[src/rtl/alu_share_arbiter.sv]
// Two-port round-robin arbiter that time-shares one external combinational ALU.
// Each port holds at most one operation: accept -> issue stage -> response register.
module alu_share_arbiter (
  input  logic        clock,
  input  logic        reset,
  input  logic [1:0]  req_valid,
  output logic [1:0]  req_ready,
  input  logic [31:0] req0_A,
  input  logic [31:0] req0_B,
  input  logic [31:0] req1_A,
  input  logic [31:0] req1_B,
  input  logic [2:0]  req0_control,
  input  logic [2:0]  req1_control,
  output logic [1:0]  rsp_valid,
  input  logic [1:0]  rsp_ready,
  output logic [31:0] rsp0_out,
  output logic [31:0] rsp1_out,
  output logic [2:0]  rsp0_flags,
  output logic [2:0]  rsp1_flags,
  output logic [31:0] alu_A,
  output logic [31:0] alu_B,
  output logic [2:0]  alu_control,
  input  logic [31:0] alu_out,
  input  logic        alu_overflow,
  input  logic        alu_zero,
  input  logic        alu_negative,
  output logic        alu_busy
);

  localparam logic [1:0] IDLE   = 2'd0;
  localparam logic [1:0] ISSUED = 2'd1;
  localparam logic [1:0] DONE   = 2'd2;

  // Handshake: a request transfers at a rising edge where req_valid[i] and
  // req_ready[i] are both high; a response transfers where rsp_valid[i] and
  // rsp_ready[i] are both high. Neither ready depends on the same-port valid.

  logic [1:0]  state0;
  logic [1:0]  state1;
  logic        last;
  logic [1:0]  idle;
  logic [1:0]  eligible;
  logic [1:0]  grant;
  logic [1:0]  accept;
  logic [1:0]  consume;

  logic        stage_valid;
  logic        stage_id;
  logic [31:0] stage_A;
  logic [31:0] stage_B;
  logic [2:0]  stage_control;

  function automatic logic [1:0] port_next(input logic [1:0] st,
                                           input logic acc,
                                           input logic cons);
    logic [1:0] nxt;
    nxt = IDLE;
    case (st)
      IDLE:    nxt = acc ? ISSUED : IDLE;
      ISSUED:  nxt = DONE;
      DONE:    nxt = cons ? IDLE : DONE;
      default: nxt = IDLE;
    endcase
    return nxt;
  endfunction

  // With no contender the grant rests on the port that did not win last,
  // so req_ready is only high without valid when the other port is not asking.
  always_comb begin
    idle     = {state1 == IDLE, state0 == IDLE};
    eligible = req_valid & idle;
    grant    = 2'b00;
    case (eligible)
      2'b01:   grant = 2'b01;
      2'b10:   grant = 2'b10;
      default: grant = last ? 2'b01 : 2'b10;
    endcase
    req_ready = idle & grant;
    accept    = req_valid & req_ready;
    rsp_valid = {state1 == DONE, state0 == DONE};
    consume   = rsp_valid & rsp_ready;
  end

  always_ff @(posedge clock or negedge reset) begin
    if (!reset) begin
      state0 <= IDLE;
      state1 <= IDLE;
      last   <= 1'b1;
    end else begin
      state0 <= port_next(state0, accept[0], consume[0]);
      state1 <= port_next(state1, accept[1], consume[1]);
      if (|accept) last <= accept[1];
    end
  end

  // The stage is zeroed whenever nothing is accepted, so the ALU inputs read 0 when idle.
  always_ff @(posedge clock or negedge reset) begin
    if (!reset) begin
      stage_valid   <= 1'b0;
      stage_id      <= 1'b0;
      stage_A       <= 32'd0;
      stage_B       <= 32'd0;
      stage_control <= 3'd0;
    end else if (|accept) begin
      stage_valid   <= 1'b1;
      stage_id      <= accept[1];
      stage_A       <= accept[1] ? req1_A : req0_A;
      stage_B       <= accept[1] ? req1_B : req0_B;
      stage_control <= accept[1] ? req1_control : req0_control;
    end else begin
      stage_valid   <= 1'b0;
      stage_id      <= 1'b0;
      stage_A       <= 32'd0;
      stage_B       <= 32'd0;
      stage_control <= 3'd0;
    end
  end

  always_ff @(posedge clock or negedge reset) begin
    if (!reset) begin
      rsp0_out   <= 32'd0;
      rsp1_out   <= 32'd0;
      rsp0_flags <= 3'd0;
      rsp1_flags <= 3'd0;
    end else if (stage_valid) begin
      if (stage_id) begin
        rsp1_out   <= alu_out;
        rsp1_flags <= {alu_overflow, alu_zero, alu_negative};
      end else begin
        rsp0_out   <= alu_out;
        rsp0_flags <= {alu_overflow, alu_zero, alu_negative};
      end
    end
  end

  assign alu_A       = stage_A;
  assign alu_B       = stage_B;
  assign alu_control = stage_control;
  assign alu_busy    = stage_valid;

endmodule

[config.mk]
export PLATFORM = sky130hd
export DESIGN_NAME = alu_share_arbiter
export DESIGN_NICKNAME = d
export VERILOG_FILES = /design/src/rtl/alu_share_arbiter.sv
export SDC_FILE = /design/constraint.sdc
export NUM_CORES = 1
export LEC_CHECK = 0
export ABC_AREA = 0
export CAP_MARGIN = 30
export CELL_PAD_IN_SITES_DETAIL_PLACEMENT = 0
export CELL_PAD_IN_SITES_GLOBAL_PLACEMENT = 1
export CORE_ASPECT_RATIO = 0.6
export CORE_MARGIN = 3
export CORE_UTILIZATION = 45
export DETAILED_ROUTE_END_ITERATION = 12
export DONT_BUFFER_PORTS = 1
export PLACE_DENSITY = 0.81
export SLEW_MARGIN = 20
export SYNTH_ARGS = -nofsm -noshare
export SYNTH_HDL_FRONTEND = slang
export SYNTH_SLANG_ARGS = --single-unit
[constraint.sdc]
create_clock -name clock -period 2.7 [get_ports clock]
set_input_delay 0.405 -clock clock [delete_from_list [all_inputs] [get_ports clock]]
set_output_delay 0.405 -clock clock [all_outputs]
set_load 0.05 [all_outputs]
==> flow_summary_export.csv <==
group,metric,value,unit
status,status,"finished, violations left",
status,violations,"hold timing",
critical_path,cp_slowest_cell,"dfrtp_1",
timing,holdWs,-310.6,ps
clock_tree,clk_latency,400,ps
placement,io_buffers,0,
timing,skew,13.02,ps
clock_tree,cts.sinks,144,
job,cap_viol_max_count,0,
yosys,netlist_area,5888,µm²
global_route,met1_usage,22.48,%
timing,finalMaxSlewViolations,0,
drt,drt_iter0_drc,173,
critical_path,critPathTopFamily,"simple AND/OR/NAND/NOR gates",
floorplanning,rows,31,
worst_hold_path,hold_path_class,"input port to asynchronous set/reset pin",
critical_path,r2r_end,"alu_B[21]",
global_route,grt_max_degree,145,
layout,area_growth,15.62,%
drt,drtAntennaViolNets,0,
timing,fmax,387.6,MHz
yosys,ys_seq_area_share,61.22,%
critical_path,crit_arrival,2180,ps
yosys,synth_cell_type_count,20,
global_route,grt_pass1_vias,3772,
critical_path,critical_path.max_stage_delay,460,ps
timing,rsz0062_at_grt,"no",
drt,drcViolationCount,0,
layout,fin_area,6808,µm²
critical_path,start_kind,"flip-flop",
placement,dp_hpwl,10350,µm
drt,first_pass_iters,4,
timing,period_minus_slack,2580,ps
floorplanning,initial_core_util,47.44,%
yosys,synth_seq_cells,144,
placement,place_area,6110,µm²
global_route,use_met3,7.647,%
global_route,busiest_layer,"met2",
floorplanning,io_pins,317,
critical_path,cp_common_cell,"nor3b_4",
global_route,grt_pass1_wl,22230,µm
clock_tree,numCtsBuffers,17,
timing,worstMarginPinSlew,545.8,ps
clock_tree,root_buffer,"clkbuf_16",
drt,wl,14900,µm
critical_path,worstPathMaxFanout,18,
yosys,ys_warn_count,0,
critical_path,endpoint_kind,"output port",
yosys,synthCells,404,
critical_path,critPathRequiredTime,2300,ps
clock_tree,cts_setup_buffers,0,
drt,via_count,3386,
floorplanning,die_h,94.61,µm
timing,hold_viol_final,144,
clock_tree,ctsHtreeMaxLevel,4,
clock_tree,cts_tree,"done",
critical_path,worst-path-buf-inv,1,
drt,wl_per_cell,25.48,µm
critical_path,r2r_setup_slack,400,ps
layout,nNetsFinal,585,
critical_path,crit_chain,"nor3b_4 > ha_4 > mux2_8 > nor3b_4 > buf_12",
clock_tree,cts_buffer_depth,2,
timing,fin_crit_sh,95.56,%
floorplanning,core,12410,µm²
floorplanning,die_w,153.7,µm
floorplanning,dieArea,14540,µm²
drt,viasPerCell,5.788,
timing,setup-violations-final,0,
global_route,antenna_found_initial,1,
layout,diodes,0,
critical_path,reg2reg_from,"state0[1]",
global_route,grt_use_total,19.91,%
yosys,synth_nets,581,
yosys,syn-mean-instance-area,14.57,µm²
critical_path,crit_type,"flip-flop to output port",
timing,tns,0,ps
global_route,gr-usage-met2,35.31,%
placement,gp_congestion,0.8036,
layout,drive_above_1_share,40.48,%
critical_path,rr_worst_depth,6,
global_route,grt-ovfl-total,0,
timing,maxSlewHeadroom,63.61,%
clock_tree,cts.clk_slew.worst_paths,70,ps
-- cell usage after synthesis --
cell type	instances	area (µm²)
dfrtp_1	143	3578
mux2_2	114	1284
and3_1	67	419.2
mux2_1	25	281.5
buf_2	14	70.07
clkbuf_1	12	45.04
nor2b_1	5	31.28
nand2_1	4	15.01
inv_1	3	11.26
inv_2	3	11.26
nor2_1	3	11.26
buf_6	2	22.52
ha_1	2	25.02
dfstp_2	1	26.28
mux2_4	1	15.01
nor3b_1	1	7.510
nor3b_2	1	12.51
o21a_1	1	7.510
o21ai_1	1	5.000
o21ai_2	1	8.760
-- worst reg2reg max path, cell delays in order, from the launching register on --
cell,delay [ps]
dfrtp_1,460
nor3b_4,290
ha_4,270
nor2b_1,170
o21ai_4,180
buf_4,390
mux2_2,410
-- flip-flops by register name, indices dropped and copies added (netlist names) --
signal,flops
alu_A,32
alu_B,32
alu_busy,1
alu_control,3
last,1
rsp0_flags,3
rsp0_out,32
rsp1_flags,3
rsp1_out,32
stage_id,1
state0,2
state1,2
-- cells in the final DEF, fill, tap and decap left out, types with 2 or more instances in the layout --
master,n
clkbuf_16,17
nand2_1,3
bufinv_16,4
clkinv_4,2
dfrtp_1,143
buf_4,8
nor2b_1,4
inv_2,3
nor3b_4,2
nor2_1,2
mux2_2,114
and3_1,67
inv_1,3
mux2_1,25
inv_6,5
mux2_4,2
buf_12,3
-- cells by family after synthesis --
| family | share of synthesized area [%] |
|---|---|
| adders and majority gates | 0.4249 |
| muxes | 26.84 |
| DFF | 61.22 |
| AOI/OAI and AO/OA | 0.3612 |
| and+or+nand+nor | 8.436 |
| buffers and inverters | 2.720 |
-- through the flow --
stage / utilization (%) / setup WS (ps) / std cells / hold slack, ps
floorplan: - / 25.85 / 404 / 109.4
global placement: 49.22 / 280.3 / 552 / 113.0
detailed placement: 49.22 / 206.4 / 552 / 113.5
CTS: 54.81 / 46.42 / 585 / -324.6
global route: 54.85 / 23.14 / 585 / -335.0
finish: 54.85 / 119.9 / 585 / -310.6
-- worst max path at each step --
| stage | from | end | slack, ps | depth (start not counted) |
|---|---|---|---|---|
| finish | state0[1] | req_ready[0] | 120 | 5 |
| global route | state0[1] | req_ready[0] | 20 | 5 |
| CTS | state1[0] | req_ready[0] | 50 | 6 |
| detailed placement | state0[1] | req_ready[0] | 210 | 5 |
| global placement | state1[1] | req_ready[0] | 280 | 6 |
| floorplan | state0[1] | req_ready[0] | 30 | 6 |
-- layer usage --
metal | vias up | routed length [µm]
li1 | 1433 | -
met4 | 0 | 191
met1 | 1736 | 5495
met2 | 199 | 7911
met5 | - | 0
met3 | 18 | 1306
-- cell type report --
type / instances / area (µm²)
clock buffers: 18 / 439.2
clock inverters: 13 / 200.2
fillers: 964 / 5604
inverters: 6 / 22.52
multi-input cells: 228 / 2215
flip-flops and latches: 144 / 3605
well taps: 165 / 206.4
repair buffers: 11 / 120.1
-- timing repair --
action	4_1_cts	5_1_grt
cloned	2	0
hold endpoints to repair	144	144
gates resized for setup	3	2
pin swaps	0	0
setup endpoints to repair	1	1
Power is left out: the tool's default activity adds up to more than one toggle a clock period on the data nets, which glitch-free logic cannot reach.
